<file path="src/rtl/npc_halt_pkg.sv">
// Shared constants and types for the NPC simulation halt controller.
package npc_halt_pkg;

    localparam logic [31:0] EBREAK_INST = 32'h00100073;

    typedef enum logic [1:0] {
        CAUSE_NONE    = 2'd0,
        CAUSE_EBREAK  = 2'd1,
        CAUSE_TIMEOUT = 2'd2,
        CAUSE_ILLEGAL = 2'd3
    } halt_cause_t;

    typedef enum logic [1:0] {
        RUN   = 2'd0,
        DRAIN = 2'd1,
        DONE  = 2'd2
    } halt_state_t;

endpackage

</file>
<file path="src/rtl/npc_watchdog.sv">
// Forward-progress watchdog: counts consecutive enabled cycles without a kick.
module npc_watchdog
    import npc_halt_pkg::*;
#(
    parameter int unsigned TIMEOUT_CYCLES = 100000
) (
    input  logic clock,
    input  logic rst_n,
    input  logic en,
    input  logic kick,
    output logic expire
);

    localparam int unsigned IW = (TIMEOUT_CYCLES > 2) ? $clog2(TIMEOUT_CYCLES) : 1;
    localparam logic [IW-1:0] LIMIT = IW'((TIMEOUT_CYCLES > 0) ? TIMEOUT_CYCLES - 1 : 0);
    localparam bit ENABLED = (TIMEOUT_CYCLES != 0);

    logic [IW-1:0] idle_q;
    logic [IW-1:0] idle_d;

    // A kick on the threshold cycle wins over expiry, so the compare is gated by !kick.
    always_comb begin
        idle_d = idle_q;
        if (!en || kick || !ENABLED) begin
            idle_d = '0;
        end else if (idle_q != LIMIT) begin
            idle_d = idle_q + IW'(1);
        end
    end

    always_ff @(posedge clock or negedge rst_n) begin
        if (!rst_n) begin
            idle_q <= '0;
        end else begin
            idle_q <= idle_d;
        end
    end

    assign expire = ENABLED && en && !kick && (idle_q == LIMIT);

endmodule

</file>
<file path="src/rtl/npc_halt_ctrl.sv">
// Halt controller: detects EBREAK / illegal / timeout, drains the pipeline,
// then freezes cause, PC, exit code and run counters for the testbench.
module npc_halt_ctrl
    import npc_halt_pkg::*;
#(
    parameter int unsigned DRAIN_CYCLES   = 4,
    parameter int unsigned TIMEOUT_CYCLES = 100000,
    parameter int unsigned COUNT_W        = 64
) (
    input  logic               clock,
    input  logic               rst_n,
    input  logic               retire_valid,
    input  logic [31:0]        retire_inst,
    input  logic [31:0]        retire_pc,
    input  logic               retire_illegal,
    input  logic [31:0]        gpr_a0,
    output logic               halt_req,
    output logic               halted,
    output logic [1:0]         halt_cause,
    output logic [31:0]        halt_pc,
    output logic [31:0]        exit_code,
    output logic               good_trap,
    output logic [COUNT_W-1:0] cycle_count,
    output logic [COUNT_W-1:0] inst_count
);

    localparam int unsigned DW = (DRAIN_CYCLES > 2) ? $clog2(DRAIN_CYCLES) : 1;
    localparam logic [DW-1:0] DRAIN_LOAD = DW'((DRAIN_CYCLES > 0) ? DRAIN_CYCLES - 1 : 0);

    halt_state_t        state_q;
    halt_cause_t        cause_q;
    logic [DW-1:0]      drainCnt_q;
    logic [31:0]        haltPc_q;
    logic [31:0]        exitCode_q;
    logic [31:0]        lastPc_q;
    logic               haltReq_q;
    logic               halted_q;
    logic               goodTrap_q;
    logic [COUNT_W-1:0] cycleCnt_q;
    logic [COUNT_W-1:0] instCnt_q;
    logic [COUNT_W-1:0] cycleCnt_d;
    logic [COUNT_W-1:0] instCnt_d;
    logic               expire;

    npc_watchdog #(
        .TIMEOUT_CYCLES(TIMEOUT_CYCLES)
    ) u_watchdog (
        .clock (clock),
        .rst_n (rst_n),
        .en    (state_q == RUN),
        .kick  (retire_valid),
        .expire(expire)
    );

    // Saturating increments so long runs pin at all-ones instead of wrapping.
    always_comb begin
        cycleCnt_d = (cycleCnt_q == '1) ? cycleCnt_q : cycleCnt_q + COUNT_W'(1);
        instCnt_d  = (instCnt_q  == '1) ? instCnt_q  : instCnt_q  + COUNT_W'(1);
    end

    always_ff @(posedge clock or negedge rst_n) begin
        if (!rst_n) begin
            state_q    <= RUN;
            cause_q    <= CAUSE_NONE;
            drainCnt_q <= '0;
            haltPc_q   <= '0;
            exitCode_q <= '0;
            lastPc_q   <= '0;
            haltReq_q  <= 1'b0;
            halted_q   <= 1'b0;
            goodTrap_q <= 1'b0;
            cycleCnt_q <= '0;
            instCnt_q  <= '0;
        end else begin
            case (state_q)
                RUN: begin
                    cycleCnt_q <= cycleCnt_d;
                    if (retire_valid) begin
                        instCnt_q <= instCnt_d;
                        lastPc_q  <= retire_pc;
                        if (retire_illegal) begin
                            cause_q    <= CAUSE_ILLEGAL;
                            haltPc_q   <= retire_pc;
                            exitCode_q <= '1;
                            haltReq_q  <= 1'b1;
                            drainCnt_q <= DRAIN_LOAD;
                            state_q    <= DRAIN;
                        end else if (retire_inst == EBREAK_INST) begin
                            cause_q    <= CAUSE_EBREAK;
                            haltPc_q   <= retire_pc;
                            exitCode_q <= gpr_a0;
                            haltReq_q  <= 1'b1;
                            drainCnt_q <= DRAIN_LOAD;
                            state_q    <= DRAIN;
                        end
                    end else if (expire) begin
                        // Nothing is in flight after a stall, so skip the drain.
                        cause_q    <= CAUSE_TIMEOUT;
                        haltPc_q   <= lastPc_q;
                        exitCode_q <= '1;
                        haltReq_q  <= 1'b1;
                        halted_q   <= 1'b1;
                        state_q    <= DONE;
                    end
                end
                DRAIN: begin
                    cycleCnt_q <= cycleCnt_d;
                    if (drainCnt_q == '0) begin
                        halted_q   <= 1'b1;
                        goodTrap_q <= (cause_q == CAUSE_EBREAK) && (exitCode_q == 32'd0);
                        state_q    <= DONE;
                    end else begin
                        drainCnt_q <= drainCnt_q - DW'(1);
                    end
                end
                default: begin
                end
            endcase
        end
    end

    assign halt_req    = haltReq_q;
    assign halted      = halted_q;
    assign halt_cause  = cause_q;
    assign halt_pc     = haltPc_q;
    assign exit_code   = exitCode_q;
    assign good_trap   = goodTrap_q;
    assign cycle_count = cycleCnt_q;
    assign inst_count  = instCnt_q;

endmodule

</file>
<file path="config.mk">
export PLATFORM = sky130hd
export DESIGN_NAME = npc_halt_ctrl
export DESIGN_NICKNAME = d
export VERILOG_FILES = /design/src/rtl/npc_halt_pkg.sv /design/src/rtl/npc_watchdog.sv /design/src/rtl/npc_halt_ctrl.sv
export SDC_FILE = /design/constraint.sdc
export NUM_CORES = 1
export LEC_CHECK = 0
export ABC_CLOCK_PERIOD_IN_PS = 5750
export CELL_PAD_IN_SITES_DETAIL_PLACEMENT = 0
export CELL_PAD_IN_SITES_GLOBAL_PLACEMENT = 2
export CORE_ASPECT_RATIO = 2
export CORE_MARGIN = 5
export CORE_UTILIZATION = 33
export CTS_BUF_LIST = sky130_fd_sc_hd__clkbuf_8
export DETAILED_ROUTE_END_ITERATION = 8
export GPL_TIMING_DRIVEN = 0
export PLACE_DENSITY_LB_ADDON = 0.1
export REMOVE_ABC_BUFFERS = 1
export SLEW_MARGIN = 15
export SYNTH_ARGS = -nofsm -noshare
export SYNTH_HDL_FRONTEND = slang
export SYNTH_SLANG_ARGS = --single-unit
</file>
<file path="constraint.sdc">
create_clock -name clock -period 5.75 [get_ports clock]
set_input_delay 0.575 -clock clock [delete_from_list [all_inputs] [get_ports clock]]
set_output_delay 0.575 -clock clock [all_outputs]
set_load 0.05 [all_outputs]
</file>
=== Word level (Yosys, flattened, before mapping) ===
Cells that the tools add are included.
Widths: inputs -> output; s select.

* Add/sub/neg operators: 4
* Eq/ne operators: 16
* Multiplexer cells: 30
* Bitwise gates (word level): 2
* Reduce and logical (&&, ||, !) cells: 21

{| class="wikitable"
|+ Operator list
! cell !! number
|-
| $mux 32 || 8
|-
| $add 64x1->64 const B || 2
|-
| $eq 64x64->1 const B || 2
|-
| $mux 17 || 2
|-
| $eq 32x21->1 const B || 1
|-
| $logic_not 32->1 || 1
|-
| $mux 2 || 11
|-
| $add 17x1->17 const B || 1
|-
| $eq 17x17->1 const B || 1
|-
| $ne 17x17->1 const B || 1
|-
| $reduce_and 4->1 || 3
|-
| $ne 2x2->1 const B || 5
|-
| $pmux 2 s2 || 2
|-
| $mux 1 || 6
|-
| $ne 3x3->1 const B || 2
|-
| $reduce_and 2->1 || 3
|-
| $reduce_and 3->1 || 2
|-
| $reduce_bool 2->1 || 3
|-
| $eq 2x1->1 const B || 2
|-
| $logic_not 2->1 || 2
|-
| $ne 4x4->1 const B || 1
|-
| $logic_and 1x1->1 || 3
|-
| $ne 3x1->1 const B || 1
|-
| $logic_not 1->1 || 2
|-
| 5 further kinds || 6
|}

* Bits in registers: 250
* Input bits: 100
* Output and inout port bits: 197

=== Depth between registers and ports, before layout ===
* Depth in word-level cells: 6
* Gate-level depth with buffers: 9
* Gate-level depth less buffers: 7

=== Modules after synthesis ===
Synthesis repeated with hierarchy kept, for this count alone.

* Cell total of the unflattened synthesis: 1170
* Area, all modules: 11822.6 sq um

{| class="wikitable"
|+ By module, submodules not included
! module !! times used !! cells an instance !! area an instance (sq um) !! seq. area each (sq um)
|-
| npc_halt_ctrl || 1 || 1077 || 10928.0 || 5830.6
|-
| npc_watchdog || 1 || 93 || 894.6 || 425.4
|}

=== Worst setup path after synthesis ===
OpenSTA, ideal clock, no wires.

* Kind: register to register
* From: register cycleCnt_q[49], in the netlist cycle_count[49]
* To: register cycleCnt_q[1], in the netlist cycle_count[1]
* Setup time: 0.125 ns
* Data arrival time: 2.543 ns
* Data required time: 5.625 ns
* Path slack: 3.082 ns
* Cell stages (with the launch flop): 8
* Path buffers: 1
* Cells stage by stage: dfrtp_1 nand4_1 or2_2 clkbuf_1 or4_4 nor4_4 nor2_1 mux2_2

* Longest elaborated chain between the ends: 3

{| class="wikitable"
|+ Ends and longest elaborated chain
! element !! RTL line !! text
|-
| start: declaration || npc_halt_ctrl.sv:39 || <nowiki>logic [COUNT_W-1:0] cycleCnt_q;</nowiki>
|-
| start signal: assignment || npc_halt_ctrl.sv:77 || <nowiki>cycleCnt_q <= cycleCnt_d;</nowiki>
|-
| start signal: assignment || npc_halt_ctrl.sv:107 || <nowiki>cycleCnt_q <= cycleCnt_d;</nowiki>
|-
| $eq 64x64->1 || npc_halt_ctrl.sv:57 || <nowiki>cycleCnt_d = (cycleCnt_q == '1) ? cycleCnt_q : cycleCnt_q + COUNT_W'(1);</nowiki>
|-
| $not 1->1 (no source line) || n/a ||
|-
| $reduce_and 2->1 (no source line) || n/a ||
|}

No other way between the ends.
A chain may end at the register's enable or synchronous reset.

=== Final worst setup path ===
* From: register state_q[1]
* To: register instCnt_q[57], in the netlist inst_count[57]

* Longest elaborated chain between the ends: 2

{| class="wikitable"
|+ Ends and longest elaborated chain
! element !! RTL line !! text
|-
| start: declaration || npc_halt_ctrl.sv:30 || <nowiki>halt_state_t state_q;</nowiki>
|-
| start signal: assignment || npc_halt_ctrl.sv:63 || <nowiki>state_q <= RUN;</nowiki>
|-
| start signal: assignment || npc_halt_ctrl.sv:87 || <nowiki>state_q <= DRAIN;</nowiki>
|-
| start signal: assignment || npc_halt_ctrl.sv:94 || <nowiki>state_q <= DRAIN;</nowiki>
|-
| $logic_not 2->1 || npc_halt_ctrl.sv:75 || <nowiki>case (state_q)</nowiki>
|-
| $reduce_and 3->1 (no source line) || n/a ||
|-
| end signal: assignment || npc_halt_ctrl.sv:79 || <nowiki>instCnt_q <= instCnt_d;</nowiki>
|-
| end: declaration || npc_halt_ctrl.sv:40 || <nowiki>logic [COUNT_W-1:0] instCnt_q;</nowiki>
|}

No other way between the ends.

==> out/summary.txt <==
Unrepaired setup endpoints after global routing - no
CTS tree - done
Portion of total power attributed to combinational logic - 0.043
Max_slew headroom - 0.198
Netlist area before placement - 11600 µm²
Number of input and output port buffers inserted - 296
Maximum clock frequency - 0.313 GHz
Tightest Pin Transition - 1.20 ns
Cell type with the largest total area after synthesis - sky130_fd_sc_hd__dfrtp_1
Vias in the first global route - 10200
Period minus WS final - 3.19 ns
Floorplan row count - 97
Outcome - finished, final reports clean
Number of nets in the finished design - 1598
Number of synthesized flops with an enable pin - 0
Depth of the CTS H-tree - 2
Most numerous cell in the Yosys netlist - sky130_fd_sc_hd__dfrtp_1
Reg-to-reg setup timing slack - 2.56 ns
Skew-Pair Late Insertion Delay - 0.57 ns
Cell-internal power - 2.65 mW
Worst ir drop on vdd - 0.000151 V
Most frequent cells after synthesis - sky130_fd_sc_hd__dfrtp_1 (250), sky130_fd_sc_hd__nand2_1 (239), sky130_fd_sc_hd__nor2_1 (91), sky130_fd_sc_hd__xnor2_1 (75), sky130_fd_sc_hd__o21ai_0 (74)
Detailed-route via count - 9772
Worst Path Max Fanout - 30
Flop pwr share - 0.511
Detailed-route wire length per cell - 19.9 µm
Fraction of layout instances using a drive strength above 1 - 0.0572
Period utilization - 0.556
Static Leakage - 7.20 nW
Number of violations of the max-capacitance limit - 0
Count of buffers added by post-CTS timing repair for setup - 0
Worst hold path type - primary input to flip-flop
Hold buffer count at CTS - 1
Effective utilization at floorplan - 0.333
DR iter-0 viols - 301
Sum of internal, switching and leakage power - 3.44 mW
CP startpoint kind - flip-flop
HPWL reported at the end of detailed placement - 29900 µm
Number of buffers added by the clock tree synthesis step - 41
Via-per-instance ratio - 4.96
Clock-pin transition on the worst setup and hold timing paths - 0.06 ns
Antenna-violating nets left - 0
Number of failing hold endpoints at the final stage - 0
Synth-to-Final Area Change - 38.9%
Synthesized area per cell - 9.78 µm²
Remaining DRCs - 0
Yosys synthesis warning count - 0
CTS sink count - 250
Routability cong. - 0.809
Wire length of the first global-routing pass - 60500 µm
Clock Skews - 0.0273 ns
GRT Overall Usage - 0.200
Post-synth top area share - 0.540
Maximum number of pins on one net before global-route repair - 69
Max-slew violations - 0
Arrival time worst endpoint - 3.69 ns
Detailed-routing iteration count for the pre-antenna-repair pass - 5
Post-synth cell types - 47
Initial antenna violation count - 6
#FFs+latches synth - 250
Core region area - 34800 µm²
Final cell area excluding filler cells - 16100 µm²
Global route total overflow - 0
Buffer cell driving the clock tree root - sky130_fd_sc_hd__clkbuf_8
Area after detailed placement - 15300 µm²
Share of flip-flops with an asynchronous set or reset after synthesis - 1.00
Synth Flop Type - sky130_fd_sc_hd__dfrtp_1
Post_cts resized - 0
Number of endpoints failing setup at the final stage - 0
Chip Height - 275 µm
Die span in x - 142 µm
Sort of element at the end of the critical path - flip-flop
Switch share - 0.231
Detailed Route WL - 39300 µm
Sequential fraction of the synthesis area - 0.540
Area enclosed by the die boundary - 39200 µm²
Critical path required time - 6.25 ns
Buffers from clock root to sink, at most - 3
Clock group share of total power - 0.446
Kind of critical path - flip-flop to flip-flop
Gate Count Post-Synth - 1185
I/O Pins - 297
Switching component of the power - 0.794 mW
Total power divided by cell area - 214 nW/µm²
Largest cells by area after synthesis - sky130_fd_sc_hd__dfrtp_1 (54%), sky130_fd_sc_hd__nand2_1 (7.7%), sky130_fd_sc_hd__xnor2_1 (5.7%)
cell families (layout without fill, tap and decap cells):
kind of cell               Yosys count  count (layout)  synth area share
muxes                               35              35            0.0309
adders and majority gates            4               4           0.00432
and+or+nand+nor                    603             603             0.254
other                                0               5                 0
xor gates and xnor gates           138             138             0.104
AOI/OAI and AO/OA                   97              97            0.0459
DFF                                250             250             0.540
buffers and inverters               58             394            0.0202
final timing paths:
kind	startpoint	to	depth (start not counted)
worst max-delay path	state_q[1]	inst_count[57]	6
max in group asynchronous	rst_n	cycle_count[45]	5
worst min register to register	halt_req	halt_req	1
min in group asynchronous	rst_n	halt_pc[24]	2
worst max register to register	state_q[1]	inst_count[57]	6
worst min-delay path	retire_valid	halt_pc[19]	3
per-layer routing:
| metal | track usage | wire length (µm) | up-vias |
|---|---|---|---|
| li1 | - | - | 4703 |
| met1 | 0.200 | 13200 | 4750 |
| met2 | 0.389 | 22500 | 248 |
| met3 | 0.0506 | 2350 | 69 |
| met4 | 0.0706 | 1250 | 2 |
| met5 | 0 | 13 | - |
cell type report:
class                   count  area (µm²)
diodes                      5        12.5
clock buffers              52         716
clock inverters            18        76.3
fillers                  3375       18700
inverters                  14        52.6
multi-input cells         877        5130
flip-flops and latches    250        6260
well taps                 445         557
repair buffers            310        3290
power by group through the flow:
stage	combinational [mW]	sequential, mW	clock, mW
after floorplan	0.0188	1.79	0
after global placement	0.143	1.79	0
after detailed placement	0.152	1.79	0
after CTS	0.153	1.76	1.60
after global routing	0.165	1.76	1.68
final	0.148	1.76	1.53
through the flow:
stage	setup TNS [ns]	setup slack (ns)	hold WS (ns)	util	cells
after detailed placement	0	2.25	0.458	0.439	1895
after global routing	0	2.35	0.436	0.462	1970
after floorplan	0	1.58	0.279	-	1141
after global placement	-2229.36	-7.49	0.452	0.428	1882
final	0	2.56	0.436	0.462	1971
after CTS	0	2.48	0.415	0.462	1966
worst max-delay path, cell delays in order (launching register included):
cell and delay [ns]:
sky130_fd_sc_hd__dfrtp_1 0.64, sky130_fd_sc_hd__nor2_1 0.49, sky130_fd_sc_hd__nand2_2 0.30, sky130_fd_sc_hd__buf_12 0.26
sky130_fd_sc_hd__a21oi_1 0.94, sky130_fd_sc_hd__and4_1 0.35, sky130_fd_sc_hd__xor2_1 0.14
cell usage in the layout, fill, tap and decap left out, types with 5 or more instances in the layout:
cell,count
sky130_fd_sc_hd__nor2_1,91
sky130_fd_sc_hd__o21ai_0,73
sky130_fd_sc_hd__buf_16,8
sky130_fd_sc_hd__dfrtp_1,250
sky130_fd_sc_hd__a21oi_1,9
sky130_fd_sc_hd__nand2_1,238
sky130_fd_sc_hd__nor4_1,31
sky130_fd_sc_hd__nand2b_1,5
sky130_fd_sc_hd__clkdlybuf4s50_1,294
sky130_fd_sc_hd__or4_1,5
sky130_fd_sc_hd__xor2_1,63
sky130_fd_sc_hd__and2_1,7
sky130_fd_sc_hd__inv_1,29
sky130_fd_sc_hd__diode_2,5
sky130_fd_sc_hd__nor3_1,34
sky130_fd_sc_hd__and3_1,34
sky130_fd_sc_hd__xnor2_1,75
sky130_fd_sc_hd__and4_1,18
sky130_fd_sc_hd__clkbuf_8,52
sky130_fd_sc_hd__nand3_1,61
sky130_fd_sc_hd__mux2i_1,32
sky130_fd_sc_hd__nand4_1,51
flip-flops by register name, indices dropped and copies added (netlist names):
| name | flops |
|---|---|
| cycle_count | 64 |
| inst_count | 64 |
| exit_code | 32 |
| halt_pc | 32 |
| lastPc_q | 32 |
| u_watchdog.idle_q | 17 |
| drainCnt_q | 2 |
| halt_cause | 2 |
| state_q | 2 |
| good_trap | 1 |
| halt_req | 1 |
| halted | 1 |
No activity file was read; power rests on OpenSTA's default activity.
